$ cat config.mk
export PLATFORM = sky130hd
export DESIGN_NAME = fifo_level
export DESIGN_NICKNAME = d
export VERILOG_FILES = /design/src/rtl/fifo_level.sv
export SDC_FILE = /design/constraint.sdc
export NUM_CORES = 1
export LEC_CHECK = 0
export BUFFER_PORTS_ARGS = -buffer_cell sky130_fd_sc_hd__buf_2
export CAP_MARGIN = 20
export CORE_UTILIZATION = 60
export DETAILED_ROUTE_END_ITERATION = 16
export GPL_TIMING_DRIVEN = 0
export MAX_ROUTING_LAYER = met4
export PLACE_DENSITY = 0.78
export SYNTH_ARGS = -nofsm -noshare
export SYNTH_HDL_FRONTEND = slang
export SYNTH_SLANG_ARGS = --single-unit
$ cat constraint.sdc
create_clock -name clk -period 3.1 [get_ports clk]
set_clock_uncertainty 0.2 [all_clocks]
set_input_delay 0.31 -clock clk [delete_from_list [all_inputs] [get_ports clk]]
set_output_delay 0.31 -clock clk [all_outputs]
set_load 0.02 [all_outputs]
$ cat src/rtl/fifo_level.sv
// Single-clock FIFO with registered fill level, almost-full/almost-empty flags,
// sticky overflow/underflow errors and a choice of FWFT or registered-read output.
module fifo_level #(
  parameter int DEPTH_WIDTH   = 4,
  parameter int DATA_WIDTH    = 8,
  parameter int FWFT          = 1,
  parameter int AFULL_THRESH  = 12,
  parameter int AEMPTY_THRESH = 2
) (
  input  logic                   clk,
  input  logic                   rst_n,
  input  logic                   clr_i,
  input  logic [DATA_WIDTH-1:0]  wr_data_i,
  input  logic                   wr_en_i,
  input  logic                   rd_en_i,
  output logic [DATA_WIDTH-1:0]  rd_data_o,
  output logic                   rd_valid_o,
  output logic                   full_o,
  output logic                   empty_o,
  output logic                   almost_full_o,
  output logic                   almost_empty_o,
  output logic [DEPTH_WIDTH:0]   level_o,
  output logic                   overflow_o,
  output logic                   underflow_o
);

  localparam int DEPTH = 1 << DEPTH_WIDTH;
  localparam int PW    = DEPTH_WIDTH + 1;

  // Out-of-range thresholds saturate: the flag value at level 0 is the reset value.
  localparam logic AFULL_AT_ZERO  = (0 >= AFULL_THRESH);
  localparam logic AEMPTY_AT_ZERO = (0 <= AEMPTY_THRESH);

  logic [DATA_WIDTH-1:0] r_mem [DEPTH];
  logic [PW-1:0]         r_wptr;
  logic [PW-1:0]         r_rptr;
  logic [PW-1:0]         r_level;
  logic                  r_full;
  logic                  r_empty;
  logic                  r_afull;
  logic                  r_aempty;
  logic                  r_ovf;
  logic                  r_unf;

  logic                  w_rd_ok;
  logic                  w_wr_ok;
  logic [PW-1:0]         w_wptr_nxt;
  logic [PW-1:0]         w_rptr_nxt;
  logic [PW-1:0]         w_level_nxt;
  logic                  w_full_nxt;
  logic                  w_empty_nxt;
  logic                  w_afull_nxt;
  logic                  w_aempty_nxt;

  // NOTE: every signal gets a default at the top of always_comb so no path
  // leaves it unassigned; that is what keeps synthesis from inferring latches.
  always_comb begin
    w_rd_ok     = rd_en_i & ~r_empty;
    w_wr_ok     = wr_en_i & (~r_full | w_rd_ok);
    w_wptr_nxt  = r_wptr + {{DEPTH_WIDTH{1'b0}}, w_wr_ok};
    w_rptr_nxt  = r_rptr + {{DEPTH_WIDTH{1'b0}}, w_rd_ok};
    if (clr_i) begin
      w_wptr_nxt = '0;
      w_rptr_nxt = '0;
    end
    w_level_nxt  = w_wptr_nxt - w_rptr_nxt;
    w_full_nxt   = (w_wptr_nxt[PW-1] != w_rptr_nxt[PW-1]) &&
                   (w_wptr_nxt[PW-2:0] == w_rptr_nxt[PW-2:0]);
    w_empty_nxt  = (w_wptr_nxt == w_rptr_nxt);
    w_afull_nxt  = (int'(w_level_nxt) >= AFULL_THRESH);
    w_aempty_nxt = (int'(w_level_nxt) <= AEMPTY_THRESH);
  end

  // NOTE: state registers use non-blocking assignments so every flop samples
  // the pre-edge values regardless of the order the statements are written in.
  always_ff @(posedge clk or negedge rst_n) begin
    if (!rst_n) begin
      r_wptr   <= '0;
      r_rptr   <= '0;
      r_level  <= '0;
      r_full   <= 1'b0;
      r_empty  <= 1'b1;
      r_afull  <= AFULL_AT_ZERO;
      r_aempty <= AEMPTY_AT_ZERO;
      r_ovf    <= 1'b0;
      r_unf    <= 1'b0;
    end else begin
      r_wptr   <= w_wptr_nxt;
      r_rptr   <= w_rptr_nxt;
      r_level  <= w_level_nxt;
      r_full   <= w_full_nxt;
      r_empty  <= w_empty_nxt;
      r_afull  <= w_afull_nxt;
      r_aempty <= w_aempty_nxt;
      if (clr_i) begin
        r_ovf <= 1'b0;
        r_unf <= 1'b0;
      end else begin
        r_ovf <= r_ovf | (wr_en_i & ~w_wr_ok);
        r_unf <= r_unf | (rd_en_i & ~w_rd_ok);
      end
    end
  end

  // NOTE: the storage array has no reset; pointers and level alone define which
  // words are valid, so clearing it would only add reset fan-out.
  always_ff @(posedge clk) begin
    if (w_wr_ok && !clr_i) begin
      r_mem[r_wptr[PW-2:0]] <= wr_data_i;
    end
  end

  generate
    if (FWFT != 0) begin : g_fwft
      // Head word is driven straight from storage while the FIFO holds data.
      assign rd_data_o  = r_empty ? '0 : r_mem[r_rptr[PW-2:0]];
      assign rd_valid_o = ~r_empty;
    end else begin : g_registered
      logic [DATA_WIDTH-1:0] r_rd_data;
      logic                  r_rd_valid;

      always_ff @(posedge clk or negedge rst_n) begin
        if (!rst_n) begin
          r_rd_data  <= '0;
          r_rd_valid <= 1'b0;
        end else if (clr_i) begin
          r_rd_data  <= '0;
          r_rd_valid <= 1'b0;
        end else begin
          r_rd_valid <= w_rd_ok;
          if (w_rd_ok) begin
            r_rd_data <= r_mem[r_rptr[PW-2:0]];
          end
        end
      end

      assign rd_data_o  = r_rd_data;
      assign rd_valid_o = r_rd_valid;
    end
  endgenerate

  assign full_o         = r_full;
  assign empty_o        = r_empty;
  assign almost_full_o  = r_afull;
  assign almost_empty_o = r_aempty;
  assign level_o        = r_level;
  assign overflow_o     = r_ovf;
  assign underflow_o    = r_unf;

endmodule

==> results.yml <==
power:
  vdd_drop_max_mv: 0.414
  clockPowerShare_pct: 34.7
  seqPwrFrac_pct: 47.7
  p_sw_share_pct: 24.9
  switching_power_mw: 1.19
  p_int_mw: 3.59
  comb_power_share_pct: 17.6
  p_total_mw: 4.78
  p_per_area_nw_per_um2: 674
  power.static_leakage_nw: 2.51
run:
  cap_violations: 0
drt:
  dr.pass1.iters: 4
  drcViolationCount: 0
  wire_per_inst_um: 21.6
  met1_length_mm: 4.66
  initialDrtViolationCount: 176
  wl_met3_um: 408
  highest_layer: "met4"
  wl_met2_mm: 6.24
  drt-total-wl_mm: 11.5
  num_vias: 3164
  vias_per_cell: 5.96
  ant_nets: 0
sta:
  relSlewSlack_pct: 37.4
  fin_crit_ps: 2970
  worstMarginPinSlew_ps: 935
  finalSetupViolCount: 0
  fin_tns_setup_ps: 0
  max_freq_mhz: 337
  fin_crit_sh_pct: 95.7
  maxSlewViolCount: 0
  whs_ps: 49.6
  hold_violations: 0
outcome:
  outcome: "complete, no violations"
yosys:
  synth_top_family_by_area: "multiplexers"
  synth_simple_gate_area_share_pct: 4.94
  synth_most_common_cell: "edfxtp_1"
  synth_compound_area_share_pct: 2.41
  avgSynthCellArea_um2: 19.1
  synth_top_area_share_pct: 63.2
  ys_seq_area_share_pct: 71.8
  synth_mux_area_share_pct: 15.4
  synth_nets: 341
  ys_warn_count: 0
  synth_fa_ha_area_share_pct: 1.97
  synth_cell_types: 41
  ys_ff_latch: 149
  synth_top_area_cell: "edfxtp_1"
  synth.area.top_cells: "edfxtp_1 (63%), mux4_2 (12%), dfrtp_1 (7.8%), mux2i_1 (2.8%), ha_1 (1.6%)"
  synth_edf_count: 128
  async_flop_share_pct: 14.1
  ys.flop_type: "edfxtp_1"
  synth_common_cells: "edfxtp_1 (128), mux4_2 (32), nor2_1 (21), dfrtp_1 (19), mux2i_1 (17)"
  synth_xor_area_share_pct: 1.32
  synth_area_um2: 6080
  syn_inst: 319
cts:
  cts_root_buf: "clkbuf_8"
  htree_levels: 4
  cts_tree: "built"
  clk_pin_slew_ps: 60
  clock_latency_ps: 520
  clkSinkCount: 149
  cts_buffer_depth: 2
  cts_made_buffers: 17
floorplanning:
  die-area_um2: 10500
  start_util_pct: 62.0
  die_h_um: 103
  num_rows: 36
  pin_count: 33
  core_um2: 9820
  die_x_um: 103
hold_path:
  worstHoldPathCells: 3
  hp-start: "clr_i"
  hold_path.class: "input pin to flip-flop"
  min_to: "r_rptr[4]"
finish:
  nets: 410
  layout-drive-gt1-share_pct: 29.6
  seq_area_um2: 4370
  antenna_cells: 0
  num-fill-cells: 624
  final_util_pct: 72.2
  layout-area-overhead-vs-synth_pct: 16.5
  instances_no_fill: 531
  multi_input_area_um2: 1630
setup_path:
  arrival_ps: 3160
  cp_max_fo: 7
  reg2reg_depth: 11
  reg2reg_from: "empty_o"
  path_class: "flip-flop to flip-flop"
  start_kind: "flip-flop"
  end_kind: "flip-flop"
  r2r-end: "almost_full_o"
  reg2reg_slack_ps: 130
  critPathRequiredTime_ps: 3290
placement:
  gp_congestion: 0.820
  dp_hpwl_mm: 7.33
  dp_cells: 487
  port-buffer-count: 32
grt:
  first_global_vias: 3326
  track_usage_pct: 25.4
  grt_max_degree: 22
  grt.overflow.total: 0
  antenna_found_initial: 0
  grt_pass1_wl_mm: 17.8
worst max-delay path, stage by stage (launching register included):
cell and delay [ps]:
dfstp_2 560, nand2b_4 150, a21oi_1 70, ha_1 210, ha_1 220, xnor2_1 150
nor2_2 190, ha_4 250, a21o_1 210, o211ai_1 230, nand4_1 120, mux2_4 280
cell usage in the layout (no fill, tap or decap), types with 4 or more instances in the layout:
cell | netlist | layout
edfxtp_1 | 128 | 128
buf_2 | 5 | 37
mux4_2 | 32 | 32
nor2_1 | 21 | 20
dfrtp_1 | 19 | 19
mux2i_1 | 17 | 17
clkbuf_16 | 0 | 16
inv_1 | 13 | 13
dlygate4sd3_1 | 0 | 12
o22ai_1 | 8 | 8
clkbuf_1 | 2 | 6
nand2b_1 | 6 | 6
ha_1 | 8 | 6
buf_4 | 0 | 6
a21oi_1 | 5 | 5
buf_6 | 4 | 4
nand3_1 | 4 | 4
nor2b_1 | 4 | 4
clkinv_1 | 0 | 4
power by group through the flow:
stage	Combinational, mW	Sequential [mW]	Clock [mW]
floorplan	0.522	2.37	0
global placement	0.790	2.32	0
detailed placement	0.807	2.32	0
CTS	0.823	2.28	1.67
global route	0.923	2.28	1.76
finish	0.842	2.28	1.65
per-stage QoR:
step | area, um^2 | setup slack (ps)
after floorplan | 6080 | 213
after global placement | 6410 | 155
after detailed placement | 6430 | 59.2
after CTS | 7020 | 45.8
after global routing | 7090 | -21.1
final | 7090 | 134
state kept, by name, indices dropped and copies added (netlist names):
signal / count
r_mem: 128
level_o: 5
r_rptr: 5
r_wptr: 5
almost_empty_o: 1
almost_full_o: 1
empty_o: 1
full_o: 1
overflow_o: 1
underflow_o: 1
per-layer routing:
layer | GRT usage, % | vias to the layer above
li1 | - | 1402
met1 | 30.5 | 1659
met2 | 42.1 | 90
met3 | 6.51 | 13
met4 | 8.79 | 0
met5 | - | -
area by class of cell:
cell class	count	share of cell area (%)
Sequential cell	149	61.7
Multi-Input combinational cell	145	22.9
Clock buffer	21	6.06
Timing Repair Buffer	50	4.59
Tap cell	133	2.35
Buffer	12	1.15
Inverter	13	0.689
Clock inverter	8	0.547
cell families after synthesis:
group                      after synthesis
and+or+nand+nor                         55
xor gates and xnor gates                 7
DFF                                    149
adders and majority gates                9
buffers and inverters                   25
AOI/OAI and AO/OA                       22
muxes                                   52
how the worst max path moves through the flow:
| stage | start | end | slack [ps] | depth (start not counted) |
|---|---|---|---|---|
| floorplan | empty_o | almost_full_o | 210 | 11 |
| global placement | empty_o | almost_full_o | 150 | 11 |
| detailed placement | empty_o | almost_full_o | 60 | 11 |
| CTS | empty_o | almost_full_o | 50 | 11 |
| global route | empty_o | almost_full_o | -20 | 11 |
| finish | empty_o | almost_full_o | 130 | 11 |
repair_timing:
item | in CTS | in global routing
hold buffers | 12 | 0
resized for setup | 0 | 7
hold endpoints to repair | 151 | 0
endpoints found under the setup margin | 0 | 2
setup buffers | 0 | 3
Power figures use the tool's default switching activity.
